$ cat src/rtl/rgst_file_pkg.sv
// Shared definitions for the byte register file and its read-side sequencer.
package rgst_file_pkg;

   localparam int unsigned DataWDefault = 8;
   localparam int unsigned AddrWDefault = 2;

   typedef enum logic [1:0] {
      IDLE,
      FETCH,
      SEND,
      DONE
   } rd_state_t;

endpackage

$ cat src/rtl/rgst_file_reader.sv
// Read-side sequencer: walks the register file read port from a start address,
// streams each byte on a valid/ready interface, and accumulates a modular checksum.
module rgst_file_reader
   import rgst_file_pkg::*;
#(
   parameter int unsigned DATA_W = DataWDefault,
   parameter int unsigned ADDR_W = AddrWDefault
) (
   input  logic              clk,
   input  logic              rst,
   input  logic              start,
   input  logic [ADDR_W-1:0] start_addr,
   input  logic [ADDR_W:0]   count,
   output logic              busy,
   output logic [ADDR_W-1:0] rd_addr,
   input  logic [DATA_W-1:0] rd_data,
   output logic [DATA_W-1:0] out_data,
   output logic              out_valid,
   input  logic              out_ready,
   output logic              out_last,
   output logic              done,
   output logic [DATA_W-1:0] checksum
);

   rd_state_t         state_q, state_d;
   logic [ADDR_W-1:0] addr_q, addr_d;
   logic [ADDR_W:0]   remaining_q, remaining_d;
   logic [DATA_W-1:0] out_data_q, out_data_d;
   logic              out_valid_q, out_valid_d;
   logic              out_last_q, out_last_d;
   logic              done_q, done_d;
   logic [DATA_W-1:0] checksum_q, checksum_d;

   // Next-state logic for the FSM, address/remaining counters and checksum.
   always_comb begin
      state_d     = state_q;
      addr_d      = addr_q;
      remaining_d = remaining_q;
      out_data_d  = out_data_q;
      out_valid_d = out_valid_q;
      out_last_d  = out_last_q;
      done_d      = done_q;
      checksum_d  = checksum_q;

      case (state_q)
         IDLE: begin
            if (start) begin
               checksum_d = '0;
               if (count != '0) begin
                  addr_d      = start_addr;
                  remaining_d = count;
                  state_d     = FETCH;
               end else begin
                  done_d  = 1'b1;
                  state_d = DONE;
               end
            end
         end
         FETCH: begin
            // rd_addr has been stable since the previous edge, so rd_data is valid now.
            out_data_d  = rd_data;
            checksum_d  = checksum_q + rd_data;
            out_last_d  = (remaining_q == (ADDR_W + 1)'(1));
            out_valid_d = 1'b1;
            state_d     = SEND;
         end
         SEND: begin
            if (out_ready) begin
               out_valid_d = 1'b0;
               out_last_d  = 1'b0;
               remaining_d = remaining_q - (ADDR_W + 1)'(1);
               if (out_last_q) begin
                  done_d  = 1'b1;
                  state_d = DONE;
               end else begin
                  // Address only moves on the edge that enters FETCH; wraps naturally.
                  addr_d  = addr_q + ADDR_W'(1);
                  state_d = FETCH;
               end
            end
         end
         DONE: begin
            done_d  = 1'b0;
            state_d = IDLE;
         end
         default: begin
            state_d = IDLE;
         end
      endcase
   end

   // State registers with synchronous active-high reset.
   always_ff @(posedge clk) begin
      if (rst) begin
         state_q     <= IDLE;
         addr_q      <= '0;
         remaining_q <= '0;
         out_data_q  <= '0;
         out_valid_q <= 1'b0;
         out_last_q  <= 1'b0;
         done_q      <= 1'b0;
         checksum_q  <= '0;
      end else begin
         state_q     <= state_d;
         addr_q      <= addr_d;
         remaining_q <= remaining_d;
         out_data_q  <= out_data_d;
         out_valid_q <= out_valid_d;
         out_last_q  <= out_last_d;
         done_q      <= done_d;
         checksum_q  <= checksum_d;
      end
   end

   assign busy      = (state_q != IDLE);
   assign rd_addr   = addr_q;
   assign out_data  = out_data_q;
   assign out_valid = out_valid_q;
   assign out_last  = out_last_q;
   assign done      = done_q;
   assign checksum  = checksum_q;

endmodule

$ cat config.mk
export PLATFORM = sky130hd
export DESIGN_NAME = rgst_file_reader
export DESIGN_NICKNAME = d
export VERILOG_FILES = /design/src/rtl/rgst_file_pkg.sv /design/src/rtl/rgst_file_reader.sv
export SDC_FILE = /design/constraint.sdc
export NUM_CORES = 1
export LEC_CHECK = 0
export ABC_CLOCK_PERIOD_IN_PS = 5100
export BUFFER_PORTS_ARGS = -buffer_cell sky130_fd_sc_hd__buf_2
export CAP_MARGIN = 20
export CORE_ASPECT_RATIO = 1.4
export CORE_MARGIN = 2
export CORE_UTILIZATION = 50
export DETAILED_ROUTE_END_ITERATION = 6
export PLACE_DENSITY = 0.86
export SKIP_CTS_REPAIR_TIMING = 1
export SLEW_MARGIN = 20
export SYNTH_ARGS = -nofsm -noshare
export SYNTH_HDL_FRONTEND = slang
export SYNTH_SLANG_ARGS = --single-unit
$ cat constraint.sdc
create_clock -name clk -period 5.1 [get_ports clk]
set_input_delay 1.02 -clock clk [delete_from_list [all_inputs] [get_ports clk]]
set_output_delay 1.02 -clock clk [all_outputs]
set_load 0.02 [all_outputs]
==> metrics.yaml <==
status: "finished, final reports clean"
crit_required_ns: 5.31
numClockSinks: 26
drt-pass1-iter-count: 4
vias: 1265
synth_compound_area_share_pct: 20.40
power_density_nw_per_um2: 289.8
drv_cap: 0
drv_slew: 0
tightest_slew_ns: 0.6845
synth.largest_area_cell: "dfxtp_1"
critPathArrivalTime_ns: 2.54
period_share_pct: 45.68
io_pins: 39
drtIter0Drc: 21
antenna_found_initial: 0
clock_path_buffers: 2
grt_max_degree: 31
synth_top_area_share_pct: 37.38
synth_seq_cells: 26
period_minus_slack_ns: 2.330
ys_seq_area_share_pct: 37.38
r2r_slack_ns: 3.24
crit_type: "in2reg"
core_area_sq_um: 2643
yosysWarnings: 0
syn_to_final_growth_pct: 18.06
synth_top_family_by_area: "simple AND/OR/NAND/NOR gates"
finalSetupViolCount: 0
seq_power_share_pct: 48.0
startpoint: "rd_data[0]"
place_area_sq_um: 1589
die_w_um: 48.60
synth.area.top_cells: "dfxtp_1 (37%), ha_1 (8.1%), nand2_1 (7.8%)"
final_nets: 230
post_synth_inst_count: 168
rsz0062_at_grt: "false"
cts_tree: "yes"
hold_violations: 0
p_int_mw: 0.3394
root_buffer: "clkbuf_4"
syn_area_per_cell_sq_um: 8.289
grt_overflow_total: 0
rows: 22
yosys-top-cells-count: "nand2_1 (29), dfxtp_1 (26), a21oi_1 (19)"
htreeDepth: 1
port_buffers: 38
viasPerCell: 5.315
r2r-start: "checksum[0]"
synthMuxAreaShare_pct: 0.7188
die-area_sq_um: 3229
slew_headroom_pct: 54.16
numCtsBuffers: 3
synth-simple-area-share_pct: 24.44
die_h_um: 66.45
synthesis.nets: 195
path_max_fanout: 2
cp-start-kind: "input port"
r2r_end: "checksum[6]"
clk_pin_slew_ns: 0.14
gp_congestion: 0.8142
synth.distinct_cells: 38
critical_path.endpoint_type: "register"
p_sw_share_pct: 28.77
ir_worst_vdd_v: 0.0001738
synth_ff_type: "dfxtp_1"
yosys.area_share.adder_pct: 9.524
grt_use_total_pct: 18.74
wl_mm: 2.780
combPwrFrac_pct: 22.6
fmax_mhz: 429.3
syn_area_sq_um: 1393
final_layout_size_suffix_gt1_share_pct: 22.77
routedWlPerCell_um: 11.68
worstSetupEndpoint: "checksum[6]"
synth-edff-count: 0
cellLeakagePower_nw: 0.7294
switchingPower_mw: 0.1371
reg2reg_depth: 7
grt_pass1_vias: 1195
p_clk_share_pct: 29.5
async_flop_share_pct: 0
ant_nets: 0
grt_pass1_wl_mm: 4.871
antenna_cells: 0
clk_latency_ns: 0.32
start_util_pct: 52.70
drc_errors: 0
dp_hpwl_mm: 2.083
synth-xor-area-share_pct: 3.145
finalSetupTns_ns: 0
hp-class: "reg2reg"
clock_skew_ns: 0.001165
synth.most_common_cell: "nand2_1"
final_cell_area_sq_um: 1644
-- sequential cells by signal (all words and copies together) (netlist names) --
name,flops
checksum,8
rd_addr,2
out_valid,1
out_last,1
state_q,2
remaining_q,3
out_data,8
done,1
-- layer usage --
metal	global-route usage [%]	up-vias	wire [um]
met5	0	-	0
met4	5.357	0	27
met3	2.715	4	132
met2	34.59	36	1357
met1	22.39	564	1262
li1	-	661	-
-- metrics by stage --
step	hold slack [ns]	worst slack, ns	total power [mW]	instances	utilization [%]
2_1_floorplan	0.4319	2.655	0.3099	168	-
3_3_place_gp	0.4394	2.478	0.3392	234	60.13
3_5_place_dp	0.4465	2.417	0.3414	234	60.13
4_1_cts	0.4665	2.783	0.4802	238	62.12
5_1_grt	0.4919	2.694	0.5034	238	62.22
6_report	0.4633	2.770	0.4765	238	62.22
-- cells in the final DEF (no fill, tap or decap), types with 2 or more instances in the layout --
| cell | Yosys | routed |
|---|---|---|
| nand3b_1 | 5 | 5 |
| dfxtp_1 | 26 | 26 |
| o21ai_0 | 7 | 7 |
| a211o_1 | 3 | 3 |
| clkbuf_4 | 0 | 3 |
| nor2_1 | 11 | 11 |
| a211oi_1 | 2 | 2 |
| inv_1 | 6 | 6 |
| nand3_1 | 5 | 5 |
| xor2_1 | 3 | 3 |
| or3_1 | 2 | 2 |
| nand2b_1 | 3 | 3 |
| a22oi_1 | 5 | 5 |
| a21oi_1 | 19 | 19 |
| a221oi_1 | 2 | 2 |
| xnor2_1 | 2 | 2 |
| ha_1 | 9 | 9 |
| buf_2 | 1 | 38 |
| a31oi_1 | 2 | 2 |
| nand2_1 | 29 | 29 |
| nor4b_1 | 2 | 2 |
-- worst min path at each step --
stage                   startpoint             end  slack, ns  cells past startpoint
finish                 out_data[0]     out_data[0]       0.46                      2
global route        remaining_q[1]  remaining_q[1]       0.49                      2
CTS                    out_data[0]     out_data[0]       0.47                      2
detailed placement     out_data[0]     out_data[0]       0.45                      2
global placement       out_data[0]     out_data[0]       0.44                      2
floorplan           remaining_q[1]  remaining_q[1]       0.43                      2
-- cell type report --
cell class              instances  area (sq um)
clock buffers                   3         22.52
clock inverters                 1         30.03
fillers                       256         998.5
inverters                       6         22.52
multi-input cells             128         813.3
flip-flops and latches         26         520.5
well taps                      36         45.04
repair buffers                 38         190.2
-- power by group through the flow --
stage	Sequential (mW)	Clock (mW)	Combinational, mW
2_1_floorplan	0.242	0	0.0677
3_3_place_gp	0.233	0	0.106
3_5_place_dp	0.233	0	0.108
4_1_cts	0.229	0.143	0.108
5_1_grt	0.231	0.151	0.120
6_report	0.229	0.140	0.108
-- critical path: stages --
cell      delay [ns]
buf_2           0.11
ha_1            0.22
fa_1            0.41
a21o_1          0.17
a21oi_1         0.22
o211ai_1        0.15
xnor2_1         0.15
o22ai_1         0.09
-- kinds of logic after synthesis --
kind of cell	after synthesis
XOR/XNOR	5
adder cells (fa/ha/maj)	10
buffers and inverters	14
AND/OR/NAND/NOR	66
multiplexers	1
flip-flops	26
AO/OA/AOI/OAI	46
(Power assumes the default switching activity.)
